<file path="config.mk">
export PLATFORM = sky130hd
export DESIGN_NAME = nebula_local_injector
export DESIGN_NICKNAME = d
export VERILOG_FILES = /design/src/rtl/nebula_local_injector.sv
export SDC_FILE = /design/constraint.sdc
export NUM_CORES = 1
export LEC_CHECK = 0
export CELL_PAD_IN_SITES_DETAIL_PLACEMENT = 0
export CELL_PAD_IN_SITES_GLOBAL_PLACEMENT = 1
export CORE_MARGIN = 2
export CORE_UTILIZATION = 25
export CTS_CLUSTER_DIAMETER = 200
export CTS_CLUSTER_SIZE = 14
export DETAILED_ROUTE_END_ITERATION = 8
export DONT_BUFFER_PORTS = 1
export PLACE_DENSITY = 0.46
export SLEW_MARGIN = 20
export SYNTH_ARGS = -nofsm -noshare
export SYNTH_HDL_FRONTEND = slang
export SYNTH_SLANG_ARGS = --single-unit
</file>
<file path="constraint.sdc">
create_clock -name clk -period 10.9 [get_ports clk]
set_input_delay 1.09 -clock clk [delete_from_list [all_inputs] [get_ports clk]]
set_output_delay 1.09 -clock clk [all_outputs]
set_load 0.02 [all_outputs]
</file>
<file path="src/rtl/nebula_local_injector.sv">
// Local-port packet injector: turns a packet request plus buffered payload words into a
// HEAD/BODY/TAIL (or SINGLE) flit stream on a router local input port.
module nebula_local_injector #(
    parameter int NODE_X        = 0,
    parameter int NODE_Y        = 0,
    parameter int DATA_W        = 64,
    parameter int PAYLOAD_DEPTH = 8,
    parameter int MAX_LEN       = 16
) (
    input  logic              clk,
    input  logic              rst,
    input  logic              req_valid,
    output logic              req_ready,
    input  logic [7:0]        req_dest_x,
    input  logic [7:0]        req_dest_y,
    input  logic [7:0]        req_len,
    input  logic              data_in_valid,
    output logic              data_in_ready,
    input  logic [DATA_W-1:0] data_in,
    output logic              flit_out_valid,
    input  logic              flit_out_ready,
    output logic [DATA_W+1:0] flit_out,
    output logic              busy,
    output logic [31:0]       packets_sent,
    output logic              err_len
);

    // state | meaning
    // IDLE  | accepting requests; oversize requests are dropped and flagged
    // HEAD  | presenting the HEAD (or SINGLE) flit until the router takes it
    // BODY  | streaming payload words from the FIFO; last one is typed TAIL
    typedef enum logic [1:0] {
        S_IDLE = 2'd0,
        S_HEAD = 2'd1,
        S_BODY = 2'd2
    } state_t;

    localparam int AW = (PAYLOAD_DEPTH > 1) ? $clog2(PAYLOAD_DEPTH) : 1;
    localparam logic [AW:0] DEPTH_C  = (AW + 1)'(PAYLOAD_DEPTH);
    localparam logic [7:0]  MAX_LEN8 = 8'(MAX_LEN);
    localparam logic [7:0]  NODE_X8  = 8'(NODE_X);
    localparam logic [7:0]  NODE_Y8  = 8'(NODE_Y);

    localparam logic [1:0] T_HEAD   = 2'b00;
    localparam logic [1:0] T_BODY   = 2'b01;
    localparam logic [1:0] T_TAIL   = 2'b10;
    localparam logic [1:0] T_SINGLE = 2'b11;

    state_t state;

    logic [DATA_W-1:0] mem [PAYLOAD_DEPTH];
    logic [AW-1:0]     wr_ptr;
    logic [AW-1:0]     rd_ptr;
    logic [AW:0]       count;
    logic              fifo_full;
    logic              fifo_empty;
    logic              push;
    logic              pop;

    logic [7:0] pkt_id;
    logic [7:0] cur_id;
    logic [7:0] cur_dest_x;
    logic [7:0] cur_dest_y;
    logic [7:0] cur_len;
    logic [7:0] remaining;

    logic [1:0]        flit_type;
    logic [DATA_W-1:0] flit_data;
    logic [DATA_W-1:0] head_data;

    assign fifo_full     = (count == DEPTH_C);
    assign fifo_empty    = (count == '0);
    assign data_in_ready = !fifo_full;
    // A full FIFO refuses the push even when a pop frees a slot in the same cycle.
    assign push          = data_in_valid && !fifo_full;
    assign pop           = (state == S_BODY) && !fifo_empty && flit_out_ready;

    always_ff @(posedge clk) begin
        if (push) begin
            mem[wr_ptr] <= data_in;
        end
    end

    always_ff @(posedge clk) begin
        if (rst) begin
            wr_ptr <= '0;
            rd_ptr <= '0;
            count  <= '0;
        end else begin
            if (push) begin
                wr_ptr <= wr_ptr + 1'b1;
            end
            if (pop) begin
                rd_ptr <= rd_ptr + 1'b1;
            end
            if (push && !pop) begin
                count <= count + 1'b1;
            end else if (pop && !push) begin
                count <= count - 1'b1;
            end
        end
    end

    always_ff @(posedge clk) begin
        if (rst) begin
            state        <= S_IDLE;
            req_ready    <= 1'b0;
            pkt_id       <= '0;
            cur_id       <= '0;
            cur_dest_x   <= '0;
            cur_dest_y   <= '0;
            cur_len      <= '0;
            remaining    <= '0;
            packets_sent <= '0;
            err_len      <= 1'b0;
        end else begin
            case (state)
                S_IDLE: begin
                    req_ready <= 1'b1;
                    if (req_valid && req_ready) begin
                        if (req_len > MAX_LEN8) begin
                            err_len <= 1'b1;
                        end else begin
                            cur_dest_x <= req_dest_x;
                            cur_dest_y <= req_dest_y;
                            cur_len    <= req_len;
                            cur_id     <= pkt_id;
                            pkt_id     <= pkt_id + 8'd1;
                            req_ready  <= 1'b0;
                            state      <= S_HEAD;
                        end
                    end
                end
                S_HEAD: begin
                    if (flit_out_ready) begin
                        if (cur_len == 8'd0) begin
                            packets_sent <= packets_sent + 32'd1;
                            req_ready    <= 1'b1;
                            state        <= S_IDLE;
                        end else begin
                            remaining <= cur_len;
                            state     <= S_BODY;
                        end
                    end
                end
                S_BODY: begin
                    if (pop) begin
                        remaining <= remaining - 8'd1;
                        if (remaining == 8'd1) begin
                            packets_sent <= packets_sent + 32'd1;
                            req_ready    <= 1'b1;
                            state        <= S_IDLE;
                        end
                    end
                end
                default: begin
                    req_ready <= 1'b0;
                    state     <= S_IDLE;
                end
            endcase
        end
    end

    always_comb begin
        head_data        = '0;
        head_data[47:0]  = {cur_id, cur_len, NODE_Y8, NODE_X8, cur_dest_y, cur_dest_x};
    end

    // Outputs decode only registered state, so valid/data cannot glitch with ready.
    always_comb begin
        flit_out_valid = 1'b0;
        flit_type      = T_HEAD;
        flit_data      = '0;
        case (state)
            S_HEAD: begin
                flit_out_valid = 1'b1;
                flit_type      = (cur_len == 8'd0) ? T_SINGLE : T_HEAD;
                flit_data      = head_data;
            end
            S_BODY: begin
                flit_out_valid = !fifo_empty;
                flit_type      = (remaining == 8'd1) ? T_TAIL : T_BODY;
                flit_data      = fifo_empty ? '0 : mem[rd_ptr];
            end
            default: begin
                flit_out_valid = 1'b0;
            end
        endcase
    end

    assign flit_out = {flit_type, flit_data};
    assign busy     = (state != S_IDLE);

endmodule

</file>
==> results of run 1 <==
==> final cells by class <==
class | instances | area [um^2]
clock buffer | 84 | 1360
clock inverter | 5 | 70.1
fill | 9629 | 69200
inverter | 15 | 56.3
multi-input combinational | 695 | 6520
sequential | 609 | 17300
tap | 1276 | 1600
timing repair buffer | 23 | 185
==> metrics by stage <==
step / setup slack [ps] / instances
4_1_cts: 5440 / 2707
3_5_place_dp: 6140 / 2618
5_1_grt: 5390 / 2707
3_3_place_gp: 6110 / 2618
2_1_floorplan: 4360 / 1393
6_report: 5650 / 2707
==> cells by family (layout without fill, tap and decap cells) <==
group | Yosys count | count (layout) | share of synthesized area [%]
flip-flops | 609 | 609 | 71.7
AND/OR/NAND/NOR | 297 | 297 | 5.71
multiplexers | 199 | 199 | 14.9
AO/OA/AOI/OAI | 158 | 158 | 4.35
buffers and inverters | 89 | 127 | 1.66
XOR/XNOR | 27 | 27 | 0.979
adder cells (fa/ha/maj) | 14 | 14 | 0.756
==> path summary, 6_finish.rpt <==
path | startpoint | end | slack, ps | depth (start not counted)
max | flip-flop | flit_out[13] | 5650 | 5
min | cur_dest_y[3] | cur_dest_y[3] | 460 | 2
max reg2reg | state[0] | packets_sent[5] | 7370 | 7
min reg2reg | cur_dest_y[3] | cur_dest_y[3] | 460 | 2
==> worst reg2reg max path, cell delays in order (launching register included) <==
cell and delay (ps):
dfxtp_1 340, inv_1 110, ha_1 800, o41a_1 440, nand4_1 810, a2111oi_1 700
xnor2_1 170, nor2_1 50
==> state kept, by name, summed over array words and instances, names as in the netlist, named ones only <==
| signal | flops |
|---|---|
| count | 4 |
| cur_dest_x | 8 |
| cur_dest_y | 8 |
| cur_id | 8 |
| cur_len | 8 |
| err_len | 1 |
| mem | 512 |
| packets_sent | 32 |
| pkt_id | 8 |
| rd_ptr | 3 |
| remaining | 8 |
| req_ready | 1 |
| state | 2 |
| wr_ptr | 3 |
==> power by group through the flow <==
stage	registers, uW	clock network [uW]	logic [uW]
after detailed placement	2760	0	440
after floorplan	2750	0	316
final	2700	1690	423
after global placement	2750	0	438
after global routing	2710	1850	470
after CTS	2700	1780	442
==> layout by cell type, fill, tap and decap left out, types with 12 or more instances in the layout <==
cell       Yosys  final
clkbuf_1      43     35
clkbuf_16      0     49
xnor2_1       18     18
mux4_2       128    128
edfxtp_1     512    512
o21ai_0       53     53
a21oi_1       64     64
buf_4          1     22
nand2b_1      12     12
or3_1         14     14
nor2_1        83     77
nand3_1       19     18
mux2i_1       70     70
dfxtp_1       97     94
nand2_1      118    117
ha_1          13     13
inv_1         15     15
==> per-layer routing <==
layer  vias to the layer above  global-route usage [%]  wire length (um)
li1                       5445                       -                 -
met1                      6423                    16.9             28300
met2                       295                    20.0             28900
met3                        79                    4.93              5590
met4                         8                    2.94              1170
met5                         -                       0                44
==> metrics.md, run 1 <==
| Metric | Value |
|---|---|
| Worst path required time | 9810 ps |
| Seq pwr share | 56.1% |
| CTS resizes | 0 |
| DR vias | 12,250 |
| WHS | 457 ps |
| Fin crit period | 5250 ps |
| Skew-Pair Late Insertion Delay | 630 ps |
| Synthesized cell area | 24,200 um^2 |
| Count of final setup violators | 0 |
| Synth Instances | 1,393 |
| Final Cycle Share | 48.2% |
| CTS sink count | 609 |
| N_diodes | 0 |
| Layout Nets | 1,500 |
| Core Area | 96,300 um^2 |
| Maxcap violations | 0 |
| Root Buffer | clkbuf_16 |
| CTS buffer count | 49 |
| Arr. time, crit path | 4160 ps |
| Yosys Warn Count | 0 |
| Ys async rst share | 0% |
| Initial antenna violation count | 6 |
| Fin util | 28.2% |
| Share of cells above drive strength 1 | 16.7% |
| Switch Pwr | 1130 uW |
| Cells along the critical path | buf_4, buf_4, mux4_2, mux2i_1, o21ai_0 |
| Die Area | 99,100 um^2 |
| GRT Overall Usage | 12.8% |
| DP Area | 25,700 um^2 |
| RSZ-0062 raised after global routing | false |
| Setup crit end kind | primary output |
| Hold violation count in the final report | 0 |
| IR Drop Worst-Case VDD | 0.132 mV |
| Syn nets | 1,500 |
| FMAX | 0.190 GHz |
| DR pass1 iterations | 5 |
| DR DRC count | 0 |
| WP buf/inv | 2 |
| Syn avg cell area | 17.3 um^2 |
| Register area share after synthesis | 71.7% |
| Die height | 315 um |
| Startpoint types | flip-flop |
| Total Wirelength | 64,000 um |
| Pleak | 0.00781 uW |
| Top cells by area, synth | edfxtp_1 64%, mux4_2 12%, dfxtp_1 8.0% |
| Post-synth top cells | 512 x edfxtp_1, 128 x mux4_2, 118 x nand2_1 |
| Delay-heaviest family, CP | buffers and inverters |
| Number of global-route vias before repair | 12,791 |
| Pins over their slew limit | 0 |
| Clk pin slew, worst setup/hold paths | 70 ps |
| DR vias/cell | 4.53 |
| CTS Buffer Depth | 3 |
| GR Overflow Total | 0 |
| Detail Route Antenna Nets | 0 |
| Comb power frac | 8.8% |
| Starting Density | 25.1% |
| Hold_buf cts | 0 |
| Clock network power share | 35.1% |
| Setup_tns | 0 ps |
| Worst Hold Class | flip-flop to flip-flop |
| Power per cell area | 178 nW/um^2 |
| Final instance area | 27,100 um^2 |
| Area leader, netlist | edfxtp_1 |
| Slowest CP cell | o21ai_0 |
| Count of cell types in the netlist | 64 |
| Total power | 4810 uW |
| DIE WIDTH | 315 um |
| WL per Instance | 23.7 um |
| Port buffer count | 0 |
| Largest net degree at the start of global routing | 100 |
| Row count | 114 |
| Crit path top cell by count | buf_4 |
| Post-synth top area share | 63.6% |
| Setup Skew | 22.6 ps |
| CTS tree | yes |
| Worst Tran Pin Value | 1130 ps |
| Layout area overhead | 12.2% |
| Count leader, synth | edfxtp_1 |
| Post-synth EDFFs | 512 |
| Worst Path Max Fanout | 46 |
| H-tree depth | 2 |
| Crit path largest cell delay | 900 ps |
| Postcts setup bufs | 0 |
| Placer Congestion | 0.731 |
| P_int | 3680 uW |
| First-pass GRT wire length | 92,000 um |
| Most used DFF post-synth | edfxtp_1 |
| Max-slew headroom | 23.7% |
| Crit Path Category | flip-flop to primary output |
| Synthesized flop and latch total | 609 |
| Sw Share | 23.5% |
| Outcome | finished, final reports clean |
| Initial detailed-routing violation count | 791 |
| # IOs | 196 |
| Post-DP HPWL | 38,100 um |
(Power assumes the default switching activity.)
==> run 2: changes to the inputs <==
--- a/config.mk
+++ b/config.mk
@@ -13,7 +13,7 @@
 export CTS_CLUSTER_SIZE = 14
 export DETAILED_ROUTE_END_ITERATION = 8
 export DONT_BUFFER_PORTS = 1
-export PLACE_DENSITY = 0.46
+export PLACE_DENSITY = 0.47
 export SLEW_MARGIN = 20
 export SYNTH_ARGS = -nofsm -noshare
 export SYNTH_HDL_FRONTEND = slang
==> constraint.sdc (replaced) <==
create_clock -name clk -period 4.8 [get_ports clk]
set_input_delay 0.48 -clock clk [delete_from_list [all_inputs] [get_ports clk]]
set_output_delay 0.48 -clock clk [all_outputs]
set_load 0.02 [all_outputs]
==> run 2 against run 1 <==
Wire length grew 1.7%; count of clock-buffer cells in the layout shrank 21; flip-flop and latch count is the same; clock power grew 120%; critical path depth is the same; critical path type unchanged; total power grew 130%; largest cell class unchanged.
==> metrics.md, run 2 (same netlist as run 1, synthesis figures left out) <==
| Metric | Value |
|---|---|
| Area of the multi-input gates | 6530 um^2 (+0.19%) |
| Total power | 11,100 uW (+130%) |
| Port buffer count | 0 (unchanged) |
| CTS sink count | 609 (unchanged) |
| Commonest cells after routing, fill and taps aside | 512 x edfxtp_1, 128 x mux4_2, 117 x nand2_1, 94 x dfxtp_1, 85 x dlygate4sd3_1 |
| Initial antenna violation count | 16 (+10) |
| Root Buffer | clkbuf_16 |
| Layout Nets | 1,600 (+6.7%) |
| Worst R2R Start | state[0] |
| Fin crit period | 4140 ps |
| Layout area overhead | 16.4% |
| Die Area | 99,100 um^2 (unchanged) |
| WL per Instance | 23.3 um (-1.3%) |
| Number of global-route vias before repair | 13,333 (+4.2%) |
| Row count | 114 (unchanged) |
| DR pass1 iterations | 5 (unchanged) |
| Startpoint types | flip-flop |
| Skew-Pair Late Insertion Delay | 620 ps (about the same) |
| Initial detailed-routing violation count | 906 (+15%) |
| Detail Route Antenna Nets | 0 (unchanged) |
| Pleak | 0.00825 uW (+5.6%) |
| DIE WIDTH | 315 um (unchanged) |
| Worst Hold Class | input pin to flip-flop |
| Total Wirelength | 65,100 um (+1.7%) |
| CTS resizes | 0 (unchanged) |
| R2r endpoint | packets_sent[5] |
| Post-DP HPWL | 39,700 um (+4.3%) |
| Setup crit end kind | primary output |
| Pre-CTS WS | 1230 ps (-4910 ps) |
| DR vias/cell | 4.53 (+0.21%) |
| Biggest regs | mem: 512 flops, packets_sent: 32 flops |
| WHS Endpoint | remaining[4] |
| Worst path required time | 4320 ps (-5490 ps) |
| Die height | 315 um (unchanged) |
| Most flops, register | mem |
| Crit Path Category | flip-flop to primary output |
| Layout fillers | 9,651 (+0.23%) |
| GRT Overall Usage | 13.1% (+0.22 points) |
| Maxcap violations | 0 (unchanged) |
| Clk pin slew, worst setup/hold paths | 70 ps (about the same) |
| GR Overflow Total | 0 (unchanged) |
| Starting Density | 25.1% (unchanged) |
| WHS | 55.1 ps (-402 ps) |
| Hold path startpoint | rst |
| Worst Path Max Fanout | 65 (+41%) |
| Worst Tran Pin Value | 1060 ps (-76.6 ps) |
| Final worst setup slack | 655 ps (-4990 ps) |
| # IOs | 196 (unchanged) |
| Pins over their slew limit | 0 (unchanged) |
| First-pass GRT wire length | 94,300 um (+2.5%) |
| Count of final setup violators | 0 (unchanged) |
| Sequential Area | 17,300 um^2 (unchanged) |
| Max-slew headroom | 29.7% (+5.9 points) |
| DR vias | 12,648 (+3.2%) |
| Largest net degree at the start of global routing | 94 (-6.0%) |
| Setup_tns | 0 ps (unchanged) |
| Outcome | finished, final reports clean |
| FF-to-FF setup slack | 1360 ps (-6010 ps) |
| Setup Skew | 36.4 ps (+13.8 ps) |
| FMAX | 0.241 GHz |
| CTS buffer count | 49 (unchanged) |
| H-tree depth | 2 (unchanged) |
| CTS tree | yes |
| Most common cell after layout, fill and taps aside | edfxtp_1 |
| CTS Buffer Depth | 3 (unchanged) |
| Arr. time, crit path | 3660 ps (-500 ps) |
| Core Area | 96,300 um^2 (unchanged) |
| Final Cycle Share | 86.4% |
| Power per cell area | 393 nW/um^2 (+120%) |
| Placer Congestion | 0.763 (+4.4%) |
| DR DRC count | 0 (unchanged) |
| RSZ-0062 raised after global routing | false |
| Number of flip-flops in the largest register | 512 (unchanged) |
| IR Drop Worst-Case VDD | 0.234 mV (+77%) |
| Hold violation count in the final report | 0 (unchanged) |
| Worst r2r path cells | 7 (unchanged) |
| Share of cells above drive strength 1 | 16.8% (+0.13 points) |
| Hold Path Stages | 2 (unchanged) |
run 2: layer usage:
layer	vias to the layer above	global-route usage, %	routed length, um
li1	5629	-	-
met1	6638	17.7	29700
met2	284	21.1	30600
met3	81	3.35	3730
met4	16	2.64	1030
met5	-	0	112
run 2: how the worst max path moves through the flow:
stage	startpoint	endpoint	slack (ps)	cells after the start
CTS	state[0]	flit_out[36]	550	5
floorplan	count[0]	mem[2][0]	570	4
detailed placement	state[0]	flit_out[36]	1230	5
global placement	state[0]	packets_sent[5]	1350	7
global route	state[0]	flit_out[36]	310	5
finish	state[0]	flit_out[36]	660	5
run 2: area by class of cell:
cell class / instances / area share, %
flip-flops and latches: 609 / 61.6
multi-input cells: 695 / 23.2
diodes: 4 / 0.0356
well taps: 1276 / 5.68
clock inverters: 4 / 0.240
inverters: 15 / 0.200
clock buffers: 63 / 4.55
repair buffers: 123 / 4.45
run 2: where the power goes:
group	switching [uW]	internal [uW]	leakage, uW
clock	1890	1870	0.000651
sequential	105	6020	0.00543
combinational	694	485	0.00217
run 2: worst max-delay path: stages (launching register included):
cell	delay, ps
dfxtp_1	330
inv_1	100
ha_1	780
o41a_1	420
nand2_4	490
o21ai_0	820
run 2: repair_timing:
action                                 in CTS  in global routing
setup buffers                               0                  0
endpoints found under the hold margin     607                  0
hold buffers                               86                  0
run 2: through the flow:
step	instances	utilization, %	instance area [um^2]
2_1_floorplan	1393	-	24200
3_3_place_gp	2631	26.9	25900
3_5_place_dp	2632	26.9	25900
4_1_cts	2785	29.2	28100
5_1_grt	2787	29.2	28100
6_report	2789	29.2	28100
==> run 3: changes to the inputs <==
--- a/config.mk
+++ b/config.mk
@@ -8,12 +8,12 @@
 export CELL_PAD_IN_SITES_DETAIL_PLACEMENT = 0
 export CELL_PAD_IN_SITES_GLOBAL_PLACEMENT = 1
 export CORE_MARGIN = 2
-export CORE_UTILIZATION = 25
+export CORE_UTILIZATION = 49
 export CTS_CLUSTER_DIAMETER = 200
 export CTS_CLUSTER_SIZE = 14
 export DETAILED_ROUTE_END_ITERATION = 8
 export DONT_BUFFER_PORTS = 1
-export PLACE_DENSITY = 0.47
+export PLACE_DENSITY = 0.78
 export SLEW_MARGIN = 20
 export SYNTH_ARGS = -nofsm -noshare
 export SYNTH_HDL_FRONTEND = slang
==> run 3 against run 2 <==
Die area shrank 48%; flip-flop and latch count is the same; cell count shrank 23%; critical path depth is the same; maximum frequency grew 3.9%; hold slack lost 17 ps; non-clock buffer count shrank 14; count of clock-buffer cells in the layout grew 1; total power shrank 2.0%; register-to-register slack lost 30 ps; global-route usage grew 7.4 points; critical path type unchanged; critical endpoint is now flit_out[0]; largest cell class unchanged; largest power group unchanged; highest routed layer unchanged.
==> metrics.md, run 3 (same netlist as run 1, synthesis figures left out) <==
| Metric | Value |
|---|---|
| Outcome | finished, final reports clean |
| Most flops, register | mem |
| Placer Congestion | 0.770 (+0.86%) |
| Post-DP HPWL | 30,900 um (-22%) |
| Crit path largest cell delay | 810 ps (about the same) |
| CTS Buffer Depth | 3 (unchanged) |
| Largest net degree at the start of global routing | 93 (-1.1%) |
| Layout area overhead | 12.7% |
| Arr. time, crit path | 3510 ps (-150 ps) |
| Hold violation count in the final report | 0 (unchanged) |
| Initial antenna violation count | 8 (-8) |
| Worst Tran Pin Value | 1110 ps (+51.5 ps) |
| # IOs | 196 (unchanged) |
| Pins over their slew limit | 0 (unchanged) |
| H-tree depth | 2 (unchanged) |
| Detail Route Antenna Nets | 0 (unchanged) |
| Port buffer count | 0 (unchanged) |
| Hold path startpoint | req_dest_y[3] |
| WHS Endpoint | cur_dest_y[3] |
| CTS sink count | 609 (unchanged) |
| FF-to-FF setup slack | 1330 ps (-30 ps) |
| WHS | 37.9 ps (-17.1 ps) |
| Count of final setup violators | 0 (unchanged) |
| Startpoint types | flip-flop |
| Pleak | 0.00818 uW (-0.84%) |
| Number of global-route vias before repair | 12,635 (-5.2%) |
| Setup Skew | 28.2 ps (-8.26 ps) |
| Slowest CP cell | o21ai_0 |
| Commonest cells after routing, fill and taps aside | 512 x edfxtp_1, 128 x mux4_2, 117 x nand2_1, 94 x dfxtp_1, 80 x dlygate4sd3_1 |
| Placed cell count | 2,011 (-24%) |
| Skew-Pair Late Insertion Delay | 600 ps (-20 ps) |
| DR pass1 iterations | 7 (+2) |
| Hold Path Stages | 2 (unchanged) |
| Number of flip-flops in the largest register | 512 (unchanged) |
| Die Area | 51,100 um^2 (-48%) |
| Worst R2R Start | state[0] |
| CTS buffer count | 49 (unchanged) |
| Layout Cells excl Fill | 2,161 (-23%) |
| Max-slew headroom | 26.2% (-3.4 points) |
| Setup crit end kind | primary output |
| Fin crit period | 3990 ps (-155 ps) |
| Delay-heaviest family, CP | compound AO/OA/AOI/OAI gates |
| Worst path required time | 4320 ps (about the same) |
| FMAX | 0.251 GHz (+3.9%) |
| Setup_tns | 0 ps (unchanged) |
| Crit Path Category | flip-flop to primary output |
| Worst r2r path cells | 7 (unchanged) |
| DP Area | 25,100 um^2 (-3.2%) |
| Clk pin slew, worst setup/hold paths | 70 ps (about the same) |
| RSZ-0062 raised after global routing | false |
| Power per cell area | 398 nW/um^2 (+1.2%) |
| Layout Nets | 1,586 (-0.88%) |
| Total Wirelength | 51,700 um (-21%) |
| Initial detailed-routing violation count | 1,175 (+30%) |
| CTS tree | yes |
| GRT Overall Usage | 20.5% (+7.4 points) |
| Die height | 226 um (-28%) |
| Row count | 81 (-29%) |
| Final instance area | 27,200 um^2 (-3.1%) |
| WP buf/inv | 1 (unchanged) |
| Biggest regs | mem: 512 flops, packets_sent: 32 flops |
| Worst Hold Class | input pin to flip-flop |
| Cells along the critical path | inv_1, ha_1, o41a_1, nand2_4, o21ai_0 |
| Share of cells above drive strength 1 | 16.4% (-0.46 points) |
| Fin util | 55.8% (+27 points) |
| Root Buffer | clkbuf_16 |
| Core Area | 48,800 um^2 (-49%) |
| Starting Density | 49.5% (+24 points) |
| DR vias | 12,596 (-0.41%) |
| GR Overflow Total | 0 (unchanged) |
| DR vias/cell | 5.83 (+29%) |
| Most common cell after layout, fill and taps aside | edfxtp_1 |
| Postcts setup bufs | 0 (unchanged) |
| DIE WIDTH | 226 um (-28%) |
| WL per Instance | 23.9 um (+2.6%) |
| IR Drop Worst-Case VDD | 0.349 mV (+49%) |
| DR DRC count | 0 (unchanged) |
| Final Cycle Share | 83.1% (-3.2 points) |
| R2r endpoint | packets_sent[5] |
| Worst Path Max Fanout | 65 (unchanged) |
| First-pass GRT wire length | 77,300 um (-18%) |
| Maxcap violations | 0 (unchanged) |
## run 3: cell types whose count changed in the layout (fill, tap and decap cells not counted)
cell,delta
buf_12,+2
clkbuf_1,+1
buf_16,-1
diode_2,-3
buf_4,-11
dlygate4sd3_1,-5
buf_6,+1
## run 3: through the flow
stage | setup slack [ps] | total power [uW]
floorplan | 573 | 6940
global placement | 1430 | 7200
detailed placement | 1390 | 7230
CTS | 821 | 11000
global route | 580 | 11300
finish | 810 | 10800
## run 3: what timing repair did
action / 4_1_cts / 5_1_grt
hold endpoints to repair: 606 / 0
gates resized for setup: 0 / 0
endpoints found under the setup margin: 0 / 0
hold buffers: 81 / 0
## run 3: how the worst max path moves through the flow
stage / startpoint / endpoint / slack, ps / cells past startpoint
floorplan: count[0] / mem[2][0] / 570 / 4
global placement: state[0] / packets_sent[5] / 1430 / 7
detailed placement: state[0] / packets_sent[5] / 1390 / 7
CTS: state[0] / flit_out[36] / 820 / 5
global route: state[0] / flit_out[36] / 580 / 5
finish: state[0] / flit_out[0] / 810 / 5
## run 3: final cells by class
class,instances,area [um^2]
antenna,1,2.50
clock buffer,64,1280
clock inverter,4,67.6
fill,3824,21600
inverter,15,56.3
multi-input combinational,695,6530
sequential,609,17300
tap,664,831
timing repair buffer,109,1140
## run 3: power by group
group	internal, uW	leakage, uW	switching [uW]	total, uW
combinational	458	0.00210	618	1080
sequential	6020	0.00543	112	6130
clock	1870	0.000652	1750	3630
## run 3: worst register-to-register path, stage by stage, from the launching register on
cell and delay (ps):
dfxtp_1 330, inv_1 110, ha_1 760, o41a_1 410
nand4_1 790, a2111oi_1 720, xnor2_1 170, nor2_1 50
## run 3: metal layers
layer | part of all wire, % | track usage [%]
met2 | 50 | 34.7
met5 | 0.19 | 0
met3 | 6.1 | 4.29
met4 | 2.2 | 5.03
met1 | 42 | 27.2
